`src/rtl/gearbox_pkg.sv`:
```
// Shared types for the electronic gearbox: quadrature states, pulse FSM states,
// count directions and the Gray-step classifier.
package gearbox_pkg;

  localparam logic [1:0] Q00 = 2'b00;
  localparam logic [1:0] Q10 = 2'b10;
  localparam logic [1:0] Q11 = 2'b11;
  localparam logic [1:0] Q01 = 2'b01;

  typedef enum logic [1:0] {
    IDLE,
    HIGH,
    LOW
  } pulse_state_e;

  typedef enum logic [1:0] {
    DIR_NONE,
    DIR_FWD,
    DIR_REV,
    DIR_ILLEGAL
  } dir_e;

  // {A,B} pairs; A leading B walks Q00->Q10->Q11->Q01->Q00.
  function automatic dir_e quad_dir(input logic [1:0] prev, input logic [1:0] cur);
    dir_e d;
    d = DIR_NONE;
    if (prev == cur) begin
      d = DIR_NONE;
    end else if ((prev ^ cur) == 2'b11) begin
      d = DIR_ILLEGAL;
    end else begin
      case (prev)
        Q00:     d = (cur == Q10) ? DIR_FWD : DIR_REV;
        Q10:     d = (cur == Q11) ? DIR_FWD : DIR_REV;
        Q11:     d = (cur == Q01) ? DIR_FWD : DIR_REV;
        default: d = (cur == Q00) ? DIR_FWD : DIR_REV;
      endcase
    end
    return d;
  endfunction

endpackage

```
`src/rtl/gearbox_quad_decoder.sv`:
```
// Quadrature front end: 2-FF synchronisers, baseline priming and Gray decode
// into single-cycle up/down count strobes.
module gearbox_quad_decoder
  import gearbox_pkg::*;
(
  input  logic clk,
  input  logic rst_n,
  input  logic phase_a,
  input  logic phase_b,
  output logic inc_c,
  output logic dec_c
);

  logic [1:0] sync1;
  logic [1:0] sync2;
  logic [1:0] base;
  logic       primed;
  dir_e       dir_c;

  // Baseline follows the synced pair every clock, so illegal jumps re-anchor it.
  always_ff @(posedge clk or negedge rst_n) begin
    if (!rst_n) begin
      sync1  <= 2'b00;
      sync2  <= 2'b00;
      base   <= 2'b00;
      primed <= 1'b0;
    end else begin
      sync1  <= {phase_a, phase_b};
      sync2  <= sync1;
      base   <= sync2;
      primed <= 1'b1;
    end
  end

  always_comb begin
    dir_c = quad_dir(base, sync2);
    inc_c = primed && (dir_c == DIR_FWD);
    dec_c = primed && (dir_c == DIR_REV);
  end

endmodule

```
`src/rtl/gearbox.sv`:
```
// Electronic gearbox: scales quadrature counts by RATIO_NUM/RATIO_DEN into
// fixed-width step pulses for a stepper driver.
module gearbox
  import gearbox_pkg::*;
#(
  parameter int unsigned RATIO_NUM  = 3,
  parameter int unsigned RATIO_DEN  = 4,
  parameter int unsigned ACC_W      = 16,
  parameter int unsigned PULSE_HIGH = 25,
  parameter int unsigned PULSE_LOW  = 25,
  parameter int unsigned PEND_W     = 8
) (
  input  logic clk,
  input  logic rst_n,
  input  logic phaseA,
  input  logic phaseB,
  output logic step_pulse
);

  localparam int unsigned TMR_MAX = (PULSE_HIGH > PULSE_LOW) ? PULSE_HIGH : PULSE_LOW;
  localparam int unsigned TMR_W   = $clog2(TMR_MAX + 1);
  localparam logic signed [ACC_W-1:0] NUM_S = ACC_W'(RATIO_NUM);
  localparam logic signed [ACC_W-1:0] DEN_S = ACC_W'(RATIO_DEN);
  localparam logic [PEND_W-1:0] PEND_MAX  = '1;
  localparam logic [TMR_W-1:0]  HIGH_LAST = TMR_W'(PULSE_HIGH - 1);
  localparam logic [TMR_W-1:0]  LOW_LAST  = TMR_W'(PULSE_LOW - 1);

  logic inc_c;
  logic dec_c;

  gearbox_quad_decoder u_quad_decoder (
    .clk     (clk),
    .rst_n   (rst_n),
    .phase_a (phaseA),
    .phase_b (phaseB),
    .inc_c   (inc_c),
    .dec_c   (dec_c)
  );

  logic signed [ACC_W-1:0] acc;
  logic signed [ACC_W-1:0] sum_c;
  logic signed [ACC_W-1:0] acc_next_c;
  logic                    busy_c;
  logic                    step_c;

  // The first DEN correction happens in the count cycle; any further ones
  // take one clock each with new counts held off until acc is back in range.
  always_comb begin
    busy_c     = (acc >= DEN_S) || acc[ACC_W-1];
    sum_c      = acc;
    if (!busy_c && inc_c) begin
      sum_c = acc + NUM_S;
    end else if (!busy_c && dec_c) begin
      sum_c = acc - NUM_S;
    end
    acc_next_c = sum_c;
    step_c     = 1'b0;
    if (sum_c >= DEN_S) begin
      acc_next_c = sum_c - DEN_S;
      step_c     = 1'b1;
    end else if (sum_c[ACC_W-1]) begin
      acc_next_c = sum_c + DEN_S;
      step_c     = 1'b1;
    end
  end

  always_ff @(posedge clk or negedge rst_n) begin
    if (!rst_n) begin
      acc <= '0;
    end else begin
      acc <= acc_next_c;
    end
  end

  logic [PEND_W-1:0] pending;
  logic              take_c;

  // Saturating step backlog; simultaneous add and take cancel out.
  always_ff @(posedge clk or negedge rst_n) begin
    if (!rst_n) begin
      pending <= '0;
    end else if (step_c && !take_c) begin
      if (pending != PEND_MAX) pending <= pending + PEND_W'(1);
    end else if (!step_c && take_c) begin
      pending <= pending - PEND_W'(1);
    end
  end

  pulse_state_e     state;
  pulse_state_e     state_next;
  logic [TMR_W-1:0] timer;
  logic [TMR_W-1:0] timer_next;
  logic             pulse_next;

  always_ff @(posedge clk or negedge rst_n) begin
    if (!rst_n) begin
      state      <= IDLE;
      timer      <= '0;
      step_pulse <= 1'b0;
    end else begin
      state      <= state_next;
      timer      <= timer_next;
      step_pulse <= pulse_next;
    end
  end

  // A backlog goes straight from the end of LOW into the next HIGH.
  always_comb begin
    state_next = state;
    timer_next = timer + TMR_W'(1);
    take_c     = 1'b0;
    case (state)
      IDLE: begin
        timer_next = '0;
        if (pending != '0) begin
          state_next = HIGH;
          take_c     = 1'b1;
        end
      end
      HIGH: begin
        if (timer == HIGH_LAST) begin
          state_next = LOW;
          timer_next = '0;
        end
      end
      LOW: begin
        if (timer == LOW_LAST) begin
          timer_next = '0;
          if (pending != '0) begin
            state_next = HIGH;
            take_c     = 1'b1;
          end else begin
            state_next = IDLE;
          end
        end
      end
      default: begin
        state_next = IDLE;
        timer_next = '0;
      end
    endcase
  end

  always_comb begin
    pulse_next = (state_next == HIGH);
  end

endmodule

```
`config.mk`:
```
export PLATFORM = sky130hd
export DESIGN_NAME = gearbox
export DESIGN_NICKNAME = d
export VERILOG_FILES = /design/src/rtl/gearbox_pkg.sv /design/src/rtl/gearbox_quad_decoder.sv /design/src/rtl/gearbox.sv
export SDC_FILE = /design/constraint.sdc
export NUM_CORES = 1
export LEC_CHECK = 0
export CORE_ASPECT_RATIO = 1.75
export CORE_MARGIN = 8
export CORE_UTILIZATION = 44
export DETAILED_ROUTE_END_ITERATION = 8
export HOLD_SLACK_MARGIN = 0.06
export PLACE_DENSITY_LB_ADDON = 0.1
export SYNTH_ARGS = -nofsm -noshare
export SYNTH_HDL_FRONTEND = slang
export SYNTH_SLANG_ARGS = --single-unit
```
`constraint.sdc`:
```
create_clock -name clk -period 6.5 [get_ports clk]
set_clock_uncertainty 0.1 [all_clocks]
set_input_delay 0.975 -clock clk [delete_from_list [all_inputs] [get_ports clk]]
set_output_delay 0.975 -clock clk [all_outputs]
set_load 0.05 [all_outputs]
```
Word-level counts from Yosys, hierarchy flattened
Index checks and enable logic that the tools add are counted.

word-level totals
  register bits after elaboration = 39
  output and inout port bits = 1
  word-level logic and storage cells = 77

operators by class
  add/sub/neg operators = 7
  multiplexer cells = 26
  order comparisons = 2
  reductions and logical operators = 17
  bitwise logic cells = 1
  equality and inequality tests = 15

operators by type and width
  operator                                                            number
  two-way mux 16 bit                                                  4
  greater-or-equal comparator 16 x 4 -> 1 bit, second input constant  2
  two-way mux 8 bit                                                   3
  two-way mux 2 bit                                                   9
  adder 16 x 3 -> 16 bit, second input constant                       1
  adder 16 x 4 -> 16 bit, second input constant                       1
  subtractor 16 x 3 -> 16 bit, second input constant                  1
  subtractor 16 x 4 -> 16 bit, second input constant                  1
  == test 2 bit, second input constant                                7
  case mux 2 bit (3 select lines)                                     2
  two-way mux 5 bit                                                   2
  adder 8 x 1 -> 8 bit, second input constant                         1
  == test 2 x 1 -> 1 bit, second input constant                       4
  inequality test 8 bit, second input constant                        1
  nonzero test 8 bit                                                  1
  subtractor 8 x 1 -> 8 bit, second input constant                    1
  logical AND 1 bit                                                   6
  zero test 2 bit                                                     3
  adder 5 x 1 -> 5 bit, second input constant                         1
  == test 5 bit, second input constant                                1
  two-way mux 1 bit                                                   5
  zero test 1 bit                                                     3
  == test 2 bit                                                       1
  inequality test 2 x 1 -> 1 bit, second input constant               1
  6 further kinds                                                     6

Logic depth before layout (Yosys ltp)
  depth in word-level cells = 16
  gate-level depth with buffers = 19

Hierarchy
A second synthesis with hierarchy kept.

second synthesis, totals
  cells, all modules = 290
  area, all modules = 2677.6 um^2

modules (own cells, without submodules)
  module                cells each  area each (um^2)  instances
  gearbox               278         2466.1            1
  gearbox_quad_decoder  12          211.5             1

Worst setup path after synthesis
No wires, ideal clock.

  path type = reg2reg
  from = register acc[8]
  to = register pending[7]
  setup time = 0.079 ns
  cell stages (with the launch flop) = 20
  data arrival time = 4.478 ns
  period minus slack after synthesis = 4.657 ns
  buffers on the path = 2
  slack = 1.843 ns
  cell sequence = dfrtp_1 > buf_6 > nor4_1 > nand4_1 > nor2_1 > clkbuf_1 > nor2_1 > ha_1 > nand3_1 > a21oi_1 > or3_1 > or2_2 > nand2_1 > ha_1 > a21o_1 > a21oi_1 > o21ai_0 > o41ai_1 > mux2i_1 > xor2_1

between the ends
  word-level cells in the longest chain between the ends = 12
  elaborated cells between the ends (all ways) = 19

ends and longest elaborated chain
  item                                                                              line                          RTL
  start, declared                                                                   gearbox.sv:40                 logic signed [ACC_W-1:0] acc;
  start signal, assigned                                                            gearbox.sv:71                 acc <= acc_next_c;
  greater-or-equal comparator 16 x 4 -> 1 bit                                       gearbox.sv:49                 busy_c = (acc >= DEN_S) || acc[ACC_W-1];
  logical OR 1 bit                                                                  gearbox.sv:49
  zero test 1 bit                                                                   gearbox.sv:51, gearbox.sv:53
  logical AND 1 bit                                                                 gearbox.sv:53                 end else if (!busy_c && dec_c) begin
  two-way mux 16 bit                                                                gearbox.sv:53
  two-way mux 16 bit (*)                                                            gearbox.sv:51                 if (!busy_c && inc_c) begin
  greater-or-equal comparator 16 x 4 -> 1 bit or two-way mux 1 bit (tied branches)  gearbox.sv:58, gearbox.sv:61
  two-way mux 1 bit (*)                                                             gearbox.sv:58                 if (sum_c >= DEN_S) begin
  zero test 1 bit                                                                   gearbox.sv:84                 end else if (!step_c && take_c) begin
  logical AND 1 bit                                                                 gearbox.sv:84
  nonzero test 2 bit (no line)                                                      -
  AND reduction 2 bit (no line)                                                     -
  end signal, assigned                                                              gearbox.sv:83                 if (pending != PEND_MAX) pending <= pending + PEND_W'(1);
  end signal, assigned                                                              gearbox.sv:85                 pending <= pending - PEND_W'(1);
  end, declared                                                                     gearbox.sv:75                 logic [PEND_W-1:0] pending;

Every way passes the cells marked *; elsewhere a longest branch is shown, timed or not.
A chain may end at the register's enable or synchronous reset.

Worst setup path in the final report
Ends and elaborated chain as after synthesis.

==> flow_metrics.py <==
metrics = {
    "floorplanning": {
        "num_rows": 38,
        "io_pins": 5,
        "initial_core_util_pct": 44.5,
        "die_h_um": 120,
        "dieArea_um2": 9020,
        "fp.dieW_um": 75.3,
        "core_area_um2": 6090,
    },
    "timing": {
        "relSlewSlack_pct": 42.0,
        "whs_ns": 0.253,
        "maxSlewViolCount": 0,
        "rsz0062_at_grt": "no",
        "fmax_ghz": 0.197,
        "timing.final.crit_share_pct": 78.2,
        "worst_pin_slew_ns": 0.867,
        "layout_min_cycle_time_ns": 5.08,
        "tns_ns": 0,
        "hold_viol": 0,
        "setup-violations-final": 0,
    },
    "power_and_ir_drop": {
        "leakagePower_nw": 1.21,
        "peakVddDrop_uv": 262,
        "p_per_area_nw_per_um2": 461,
        "power.total_mw": 1.36,
    },
    "layout": {
        "drive_gt1_share_pct": 7.53,
        "nets": 314,
        "num_antenna_cells": 0,
        "final_common_cell": "dfrtp_1",
        "num-fill-cells": 628,
        "final_cell_mix": "dfrtp_1, nor2_1, nand2_1, ha_1, o21ai_0",
        "area_delta_synth_final_pct": 8.96,
        "multiInputGateArea_um2": 1660,
        "ff_latch_area_um2": 976,
    },
    "drt": {
        "post_drt_via_cell_ratio": 6.07,
        "routed.top_layer": "met4",
        "drc": 0,
        "met2_length_um": 3500,
        "finalWirelength_um": 6650,
        "vias": 2258,
        "drt-met1-wl_um": 2510,
        "drtIter0Drc": 208,
        "routedWlPerCell_um": 17.9,
        "postRouteAntennaNets": 0,
        "firstDrtPassIters": 5,
        "wl_met3_um": 231,
    },
    "worst_setup_path": {
        "worst-path-buf-inv": 1,
        "cpPeakStageDelay_ns": 0.49,
        "critPathLaunchType": "flip-flop",
        "critical_path_required_ns": 6.63,
        "cp.arrival_ns": 5.21,
        "path_max_fanout": 14,
        "crit_slowest_cell": "dfrtp_1",
        "crit_chain": "nor4_1 > nand4_1 > nor2_1 > buf_4 > nor2_1 > ha_1 > nand3_1 > a21oi_1 > or3_1 > or2_2 > nand2_1 > ha_1 > a21o_1 > a21oi_1 > o21ai_0 > o41ai_1 > mux2i_1 > xor2_1",
        "worstSetupPathType": "reg -> reg",
        "regToRegSetupSlack_ns": 1.42,
        "cp_top_family": "simple AND/OR/NAND/NOR gates",
        "end_kind": "flip-flop",
    },
    "job": {
        "cap_violations": 0,
    },
    "yosys": {
        "syn_area_per_cell_um2": 9.47,
        "synth_cell_types": 60,
        "syn-cell-area_um2": 2710,
        "synth_top_flop_cell": "dfrtp_1",
        "synth-async-reset-ratio_pct": 100,
        "synth-edff-count": 0,
        "synth_cells": 286,
        "synth.net_count": 309,
        "ys_ff_latch": 39,
        "ys_warn_count": 0,
        "ys_seq_area_share_pct": 36.0,
    },
    "clocking": {
        "cts_resized": 0,
        "htreeDepth": 2,
        "cts_setup_buffers": 0,
        "cts_tree": "yes",
        "clock_path_buffers": 2,
        "clock_sinks": 39,
        "cts_buffers": 5,
        "clk-insertion-delay-late_ns": 0.30,
        "hold_buffers": 0,
        "clk_pin_slew_ns": 0.08,
        "root_buffer": "clkbuf_8",
    },
    "placement": {
        "finalWeightedCongestion": 0.924,
        "io_buffers": 4,
        "dp_hpwl_um": 4980,
    },
    "grt": {
        "grt_pass1_wl_um": 11300,
        "grt_max_degree": 40,
        "grt_pass1_vias": 2316,
        "antenna_found_initial": 0,
        "grt_usage_pct": 16.3,
        "grt-ovfl-total": 0,
    },
    "min_path": {
        "hold_path_class": "reg -> reg",
    },
    "status": {
        "status": "finished, final reports clean",
    },
}
## metrics by stage
| stage | worst slack [ns] | std cells | cell area (um^2) | util (%) |
|---|---|---|---|---|
| CTS | 1.46 | 372 | 2950 | 48.5 |
| detailed placement | 1.51 | 364 | 2820 | 46.3 |
| global placement | 1.64 | 364 | 2820 | 46.3 |
| finish | 1.42 | 372 | 2950 | 48.5 |
| global route | 1.06 | 372 | 2950 | 48.5 |
| floorplan | 1.84 | 286 | 2710 | - |
## logic make-up (layout without fill, tap and decap cells)
family / Yosys count / count (layout) / share of synthesized area [%]
buffers and inverters: 16 / 22 / 2.59
and+or+nand+nor: 111 / 111 / 23.0
AOI/OAI and AO/OA: 69 / 69 / 18.3
adders and majority gates: 19 / 19 / 9.05
muxes: 11 / 11 / 4.39
DFF: 39 / 39 / 36.0
xor gates and xnor gates: 20 / 20 / 6.47
other: 1 / 1 / 0.138
## where the power goes
| group | internal [mW] | switching, mW | total [mW] | leakage, nW |
|---|---|---|---|---|
| Sequential | 0.335 | 0.143 | 0.477 | 0.469 |
| Combinational | 0.299 | 0.336 | 0.635 | 0.681 |
| Clock | 0.153 | 0.0950 | 0.248 | 0.0644 |
## flip-flops by register name, indices dropped and copies added (netlist names)
register and flops:
step_pulse 1, timer 5, u_quad_decoder.sync2 2, u_quad_decoder.base 2, u_quad_decoder.primed 1, pending 8, u_quad_decoder.sync1 2, state 2
acc 16
## worst register-to-register path, delay by kind of cell, from the launching register on
kind,cells,cell delay [ns]
flip-flops,1,0.49
AO/OA/AOI/OAI,5,0.97
multiplexers,1,0.27
buffers and inverters,1,0.22
XOR/XNOR,1,0.16
adder cells (fa/ha/maj),2,0.55
AND/OR/NAND/NOR,8,2.27
## Yosys cell counts (all sizes together) (2+ instances only)
| library cell | instances | share of area (%) |
|---|---|---|
| or4 | 5 | 1.8 |
| nand2b | 2 | 0.46 |
| xnor2 | 13 | 4.2 |
| a211oi | 5 | 1.4 |
| nand4 | 5 | 1.2 |
| o41ai | 3 | 0.97 |
| and4 | 5 | 1.6 |
| o211ai | 2 | 0.55 |
| and2 | 6 | 1.4 |
| o21ai | 16 | 3.0 |
| o22ai | 2 | 0.46 |
| o31ai | 4 | 1.3 |
| nor3 | 5 | 0.92 |
| dfrtp | 39 | 36 |
| mux2i | 4 | 1.5 |
| xor2 | 7 | 2.3 |
| o2111ai | 2 | 0.65 |
| or4b | 2 | 0.74 |
| or3 | 11 | 2.7 |
| nor4b | 2 | 0.88 |
| o21bai | 2 | 0.55 |
| buf | 3 | 0.79 |
| nand3 | 5 | 0.92 |
| ha | 18 | 8.3 |
| nor4 | 6 | 1.4 |
| or2 | 3 | 0.69 |
| nand2 | 18 | 2.5 |
| a31oi | 3 | 0.69 |
| nor2 | 30 | 4.2 |
| a21o | 7 | 1.9 |
| mux2 | 7 | 2.9 |
| a21oi | 12 | 2.2 |
| and3 | 2 | 0.46 |
| clkbuf | 4 | 0.55 |
| inv | 9 | 1.2 |
## cell type report
| class | instances | share of cell area, % |
|---|---|---|
| Clock inverter | 3 | 2.29 |
| Inverter | 9 | 1.14 |
| Clock buffer | 5 | 2.33 |
| Timing Repair Buffer | 5 | 1.44 |
| Tap cell | 80 | 3.39 |
| Sequential cell | 39 | 33.1 |
| Multi-Input combinational cell | 231 | 56.3 |
## worst paths after layout
check	startpoint	end	depth (start not counted)
setup / recovery	acc[8]	pending[7]	18
hold / removal	u_quad_decoder.sync1[0]	u_quad_decoder.sync2[0]	0
setup reg to reg	acc[8]	pending[7]	18
hold reg to reg	u_quad_decoder.sync1[0]	u_quad_decoder.sync2[0]	0
max in group asynchronous	rst_n	acc[14]	1
min in group asynchronous	rst_n	acc[10]	1
## layer usage
layer / global-route usage (%) / up-vias
met5: 0 / -
met4: 12.0 / 0
met3: 3.17 / 30
met2: 27.5 / 67
met1: 16.8 / 1085
li1: - / 1076
No activity file was read; power rests on OpenSTA's default activity.
